==> src/rtl/fifo_wr_ctrl_if.sv <==
// Write-side bundle of the CDC FIFO: upstream valid/ready stream in, RAM write port out.
interface fifo_wr_ctrl_if #(
    parameter int width_p = 8,
    parameter int depth_p = 512
);
    localparam int A = $clog2(depth_p);

    logic               valid_i;
    logic [width_p-1:0] data_i;
    logic               ready_o;
    logic               wr_valid_o;
    logic [A-1:0]       wr_addr_o;
    logic [width_p-1:0] wr_data_o;

    modport slave (
        input  valid_i, data_i,
        output ready_o, wr_valid_o, wr_addr_o, wr_data_o
    );

    modport master (
        output valid_i, data_i,
        input  ready_o, wr_valid_o, wr_addr_o, wr_data_o
    );
endinterface

==> src/rtl/fifo_wr_ctrl.sv <==
// Write-domain controller of the 1R1W CDC FIFO: pointers, Gray publish, read-pointer sync,
// full detection and write-side occupancy.
module fifo_wr_ctrl #(
    parameter int width_p = 8,
    parameter int depth_p = 512,
    localparam int A = $clog2(depth_p)
) (
    input  logic           cclk_i,
    input  logic           creset_i,
    fifo_wr_ctrl_if.slave  bus,
    output logic [A:0]     wr_ptr_gray_o,
    input  logic [A:0]     rd_ptr_gray_i,
    output logic           full_o,
    output logic [A:0]     count_o
);

    function automatic logic [A:0] bin2gray(input logic [A:0] b);
        return b ^ (b >> 1);
    endfunction

    function automatic logic [A:0] gray2bin(input logic [A:0] g);
        logic [A:0] b;
        b[A] = g[A];
        for (int i = A - 1; i >= 0; i--) begin
            b[i] = b[i+1] ^ g[i];
        end
        return b;
    endfunction

    logic [A:0] wr_bin_r;
    logic [A:0] wr_gray_r;
    logic [A:0] sync_s1;
    logic [A:0] sync_s2;
    logic [A:0] count_r;
    logic       full_r;

    logic       ready;
    logic       accept;
    logic [A:0] wr_bin_next;
    logic [A:0] wr_gray_next;
    logic [A:0] rd_bin_sync;
    logic [A:0] full_gray;

    assign ready        = ~full_r & ~creset_i;
    assign accept       = bus.valid_i & ready;
    assign wr_bin_next  = wr_bin_r + {{A{1'b0}}, accept};
    assign wr_gray_next = bin2gray(wr_bin_next);
    assign rd_bin_sync  = gray2bin(sync_s2);
    // Full when the write pointer is exactly one lap ahead of the synchronised read pointer.
    assign full_gray    = {~sync_s2[A:A-1], sync_s2[A-2:0]};

    always_ff @(posedge cclk_i) begin
        if (creset_i) begin
            wr_bin_r  <= '0;
            wr_gray_r <= '0;
            sync_s1   <= '0;
            sync_s2   <= '0;
            full_r    <= 1'b0;
            count_r   <= '0;
        end else begin
            wr_bin_r  <= wr_bin_next;
            wr_gray_r <= wr_gray_next;
            sync_s1   <= rd_ptr_gray_i;
            sync_s2   <= sync_s1;
            full_r    <= (wr_gray_next == full_gray);
            count_r   <= wr_bin_next - rd_bin_sync;
        end
    end

    assign bus.ready_o    = ready;
    assign bus.wr_valid_o = accept;
    assign bus.wr_addr_o  = wr_bin_r[A-1:0];
    assign bus.wr_data_o  = width_p'(bus.data_i);

    assign wr_ptr_gray_o  = wr_gray_r;
    assign full_o         = full_r;
    assign count_o        = count_r;

endmodule
==> src/flat_wrapper.sv <==
// flat-port wrapper written by rule: the top's interface ports become plain ports
module fifo_wr_ctrl_flat 
#(
    parameter int width_p = 8,
    parameter int depth_p = 512,
    localparam int A = $clog2(depth_p)
)
  (cclk_i, creset_i, wr_ptr_gray_o, rd_ptr_gray_i, full_o, count_o, bus_valid_i, bus_data_i, bus_ready_o, bus_wr_valid_o, bus_wr_addr_o, bus_wr_data_o);
  fifo_wr_ctrl_if #(.width_p(width_p), .depth_p(depth_p)) bus_i ();
  input  logic cclk_i;
  input  logic creset_i;
  output logic [A:0] wr_ptr_gray_o;
  input  logic [A:0] rd_ptr_gray_i;
  output logic full_o;
  output logic [A:0] count_o;
  input wire logic [$bits(bus_i.valid_i)-1:0] bus_valid_i;
  input wire logic [$bits(bus_i.data_i)-1:0] bus_data_i;
  output wire logic [$bits(bus_i.ready_o)-1:0] bus_ready_o;
  output wire logic [$bits(bus_i.wr_valid_o)-1:0] bus_wr_valid_o;
  output wire logic [$bits(bus_i.wr_addr_o)-1:0] bus_wr_addr_o;
  output wire logic [$bits(bus_i.wr_data_o)-1:0] bus_wr_data_o;
  assign bus_i.valid_i = bus_valid_i;
  assign bus_i.data_i = bus_data_i;
  assign bus_ready_o = bus_i.ready_o;
  assign bus_wr_valid_o = bus_i.wr_valid_o;
  assign bus_wr_addr_o = bus_i.wr_addr_o;
  assign bus_wr_data_o = bus_i.wr_data_o;
  fifo_wr_ctrl #(.width_p(width_p), .depth_p(depth_p)) u_core (.cclk_i(cclk_i), .creset_i(creset_i), .bus(bus_i), .wr_ptr_gray_o(wr_ptr_gray_o), .rd_ptr_gray_i(rd_ptr_gray_i), .full_o(full_o), .count_o(count_o));
endmodule
==> config.mk <==
export PLATFORM = sky130hd
export DESIGN_NAME = fifo_wr_ctrl_flat
export DESIGN_NICKNAME = d
export VERILOG_FILES = /design/src/rtl/fifo_wr_ctrl_if.sv /design/src/rtl/fifo_wr_ctrl.sv /design/src/flat_wrapper.sv
export SDC_FILE = /design/constraint.sdc
export NUM_CORES = 1
export LEC_CHECK = 0
export BUFFER_PORTS_ARGS = -buffer_cell sky130_fd_sc_hd__buf_4
export CAP_MARGIN = 0
export CORE_UTILIZATION = 45
export DETAILED_ROUTE_END_ITERATION = 12
export GPL_ROUTABILITY_DRIVEN = 0
export PLACE_DENSITY = 0.73
export SLEW_MARGIN = 40
export SYNTH_ARGS = -nofsm -noshare
export SYNTH_HDL_FRONTEND = slang
export SYNTH_SLANG_ARGS = --single-unit
==> constraint.sdc <==
create_clock -name cclk_i -period 5.12 [get_ports cclk_i]
set_input_delay 1.024 -clock cclk_i [delete_from_list [all_inputs] [get_ports cclk_i]]
set_output_delay 1.024 -clock cclk_i [all_outputs]
set_load 0.05 [all_outputs]
==> impl_metrics.json <==
{
  "critPathLaunchType": "primary input",
  "yosys_most_used_dff": "sky130_fd_sc_hd__dfxtp_1",
  "synthesis.nets": 283,
  "fin_worst_hold_slack_ps": 440,
  "synthCells": 250,
  "clock_path_buffers": 2,
  "final_max_slew_viol_count": 0,
  "setup_violations": 0,
  "grt_overflow": 0,
  "synth_seq_area_share_pct": 42.1,
  "dieWidth_um": 74.7,
  "yosys.cell_types.count": 38,
  "power.share.clock_pct": 28.1,
  "cap_viol_max_count": 0,
  "clock_insertion_delay_worst_skew_ps": 300,
  "drc_errors": 0,
  "layout.cells.most_common": "sky130_fd_sc_hd__dfxtp_1",
  "drtPass1Iterations": 4,
  "worst_setup_path_end_kind": "flop",
  "worstHoldPathType": "flop to flop",
  "worst-slew-pin-transition_ps": 560,
  "share_of_the_synthesized_area_in_the_top_cell_type_pct": 42.1,
  "initialDrtViolationCount": 81,
  "synthDominantAreaCellType": "sky130_fd_sc_hd__dfxtp_1",
  "die_h_um": 74.7,
  "clock_tree_from_tritoncts": "yes",
  "area_growth_syn_to_layout_pct": 19.0,
  "number_of_h_tree_levels": 2,
  "timing_worst_setup_path_type": "primary input to flop",
  "grt_setup_unrepaired": "no",
  "outcome": "completed",
  "number_of_flip_flops_and_latches_in_the_synthesized_netlist": 50,
  "cts_root_buffer": "sky130_fd_sc_hd__clkbuf_8",
  "sequentialPowerShare_pct": 45.5,
  "drive_gt1_share_pct": 21.8,
  "stdcell_area_um2": 2830,
  "intPower_mw": 0.656,
  "critPathRequiredTime_ps": 5300,
  "via_per_inst": 4.63,
  "synth_edf_count": 0,
  "initial_utilization_pct": 46.6,
  "power.density_nw_per_um2": 332,
  "finalClockSkew_ps": 7.62,
  "grt_pass1_wl_um": 6350,
  "share_of_total_power_consumed_by_net_switching_pct": 30.2,
  "io-pin-count": 61,
  "ctsResizeCount": 0,
  "path_max_fanout": 8,
  "design.die.area_um2": 5580,
  "synth_top_area_cells": "sky130_fd_sc_hd__dfxtp_1 (42%), sky130_fd_sc_hd__xnor2_1 (7.7%), sky130_fd_sc_hd__nor2b_1 (7.1%)",
  "synth_warnings": 0,
  "clock.fmax_mhz": 251,
  "wirelength_um": 3940,
  "fin_crit_ps": 3990,
  "p_sw_mw": 0.284,
  "final_cell_mix": "sky130_fd_sc_hd__dfxtp_1 (50), sky130_fd_sc_hd__buf_4 (47), sky130_fd_sc_hd__nor2_1 (29)",
  "power_frac_comb_pct": 26.4,
  "vdd_drop_max_mv": 0.153,
  "wl_per_cell_um": 11.0,
  "grt_start_max_net_pins": 52,
  "dpl-instance-area_um2": 2720,
  "slew_headroom_pct": 62.5,
  "cts.sinks": 50,
  "fin_tns_setup_ps": 0,
  "placement.io_buffers": 44,
  "insertedDiodeCount": 0,
  "post_synthesis_instance_area_um2": 2380,
  "total_power_mw": 0.940,
  "fp-row-count": 26,
  "grt_pass1_vias": 1397,
  "core_area_um2": 5110,
  "total_leakage_power_nw": 1.30,
  "cts_inserted_buffers": 5,
  "finalHoldViolations": 0,
  "critical_path_arrival_ps": 4160,
  "period_share_pct": 77.8,
  "grt_antenna_before_repair": 0,
  "vias": 1663,
  "clkTransAtPathRegs_ps": 90,
  "synth_area_per_cell_um2": 9.52,
  "synth_async_sr_flop_share_pct": 0,
  "cts_post_setup_buffers_inserted": 0,
  "grt.total_usage_pct": 15.0,
  "postRouteAntennaNets": 0,
  "final_nets": 321,
  "dp.final_hpwl_um": 2940,
  "hold_buffers": 0
}
==> power groups by stage <==
stage          registers [mW]  clock network, mW  logic (mW)
2_1_floorplan           0.510                  0       0.132
3_3_place_gp            0.436                  0       0.248
3_5_place_dp            0.437                  0       0.251
4_1_cts                 0.428              0.274       0.252
5_1_grt                 0.431              0.291       0.271
6_report                0.428              0.264       0.249
==> worst max-delay path, cell delays in order <==
cell                      delay, ps
sky130_fd_sc_hd__buf_4          120
sky130_fd_sc_hd__nor2_1         140
sky130_fd_sc_hd__and2_1         160
sky130_fd_sc_hd__ha_1           210
sky130_fd_sc_hd__ha_1           350
sky130_fd_sc_hd__and2_0         440
sky130_fd_sc_hd__nand2_1        120
sky130_fd_sc_hd__xor2_1         410
sky130_fd_sc_hd__inv_1           90
sky130_fd_sc_hd__ha_1           340
sky130_fd_sc_hd__a211o_1        290
sky130_fd_sc_hd__o31ai_1        200
sky130_fd_sc_hd__a21oi_1         80
sky130_fd_sc_hd__xnor2_1        150
sky130_fd_sc_hd__nor2_1          50
==> Yosys cell counts, types with 2 or more instances <==
| cell type | number |
|---|---|
| sky130_fd_sc_hd__nand2_1 | 6 |
| sky130_fd_sc_hd__o21ai_0 | 4 |
| sky130_fd_sc_hd__mux2_2 | 2 |
| sky130_fd_sc_hd__nor2b_1 | 27 |
| sky130_fd_sc_hd__buf_2 | 2 |
| sky130_fd_sc_hd__buf_4 | 8 |
| sky130_fd_sc_hd__clkbuf_1 | 5 |
| sky130_fd_sc_hd__a211oi_1 | 2 |
| sky130_fd_sc_hd__xor2_1 | 17 |
| sky130_fd_sc_hd__xor2_2 | 3 |
| sky130_fd_sc_hd__nor2_1 | 29 |
| sky130_fd_sc_hd__a31oi_1 | 3 |
| sky130_fd_sc_hd__xnor2_1 | 21 |
| sky130_fd_sc_hd__and3_1 | 2 |
| sky130_fd_sc_hd__nand3_1 | 5 |
| sky130_fd_sc_hd__a21oi_1 | 8 |
| sky130_fd_sc_hd__nor3_1 | 6 |
| sky130_fd_sc_hd__o41ai_1 | 2 |
| sky130_fd_sc_hd__a21o_1 | 3 |
| sky130_fd_sc_hd__inv_1 | 11 |
| sky130_fd_sc_hd__or3_1 | 2 |
| sky130_fd_sc_hd__nand2b_1 | 2 |
| sky130_fd_sc_hd__and2_1 | 3 |
| sky130_fd_sc_hd__dfxtp_1 | 50 |
| sky130_fd_sc_hd__ha_1 | 11 |
| sky130_fd_sc_hd__nand4_1 | 4 |
==> flip-flops by register name, indices dropped and copies added (netlist names) <==
signal and cells:
u_core.sync_s1 10, u_core.wr_ptr_gray_o 10, u_core.wr_bin_r 9, u_core.count_o 10
u_core.full_o 1, u_core.sync_s2 10
==> final cells by class <==
| type | instances | area, um2 |
|---|---|---|
| fillers | 487 | 2270 |
| multi-input cells | 173 | 1240 |
| flip-flops and latches | 50 | 1000 |
| repair buffers | 47 | 353 |
| well taps | 70 | 87.6 |
| clock buffers | 5 | 68.8 |
| inverters | 11 | 41.3 |
| clock inverters | 3 | 40.0 |
==> path summary, 6_finish.rpt <==
path                startpoint           endpoint  slack, ps  cells past startpoint
max                   creset_i  u_core.count_o[9]       1130                     15
min          u_core.sync_s1[5]  u_core.sync_s2[5]        440                      1
max reg2reg  u_core.sync_s2[9]  u_core.count_o[8]       1180                     17
min reg2reg  u_core.sync_s1[5]  u_core.sync_s2[5]        440                      1
==> through the flow <==
stage | setup WS (ps) | utilization, % | std cells
global route | 793 | 55.5 | 359
global placement | 926 | 53.3 | 351
CTS | 1110 | 55.5 | 359
floorplan | 308 | - | 250
finish | 1130 | 55.5 | 359
detailed placement | 793 | 53.3 | 351
==> cells by family after synthesis <==
kind of cell    count (synthesis)  synth area share, %
xor+xnor                       43                 17.9
buf+inv                        27                 5.78
mux                             2                0.946
flops                          50                 42.1
compound gates                 27                 7.36
fa+ha+maj                      12                 6.62
simple gates                   89                 19.3
==> metal layers <==
layer	wire [um]	part of all wire, %	track usage [%]
met1	1860	47	18.8
met4	79	2.0	6.92
met3	156	4.0	2.54
met2	1840	47	25.3
met5	0	0	0
Power figures use the tool's default switching activity.
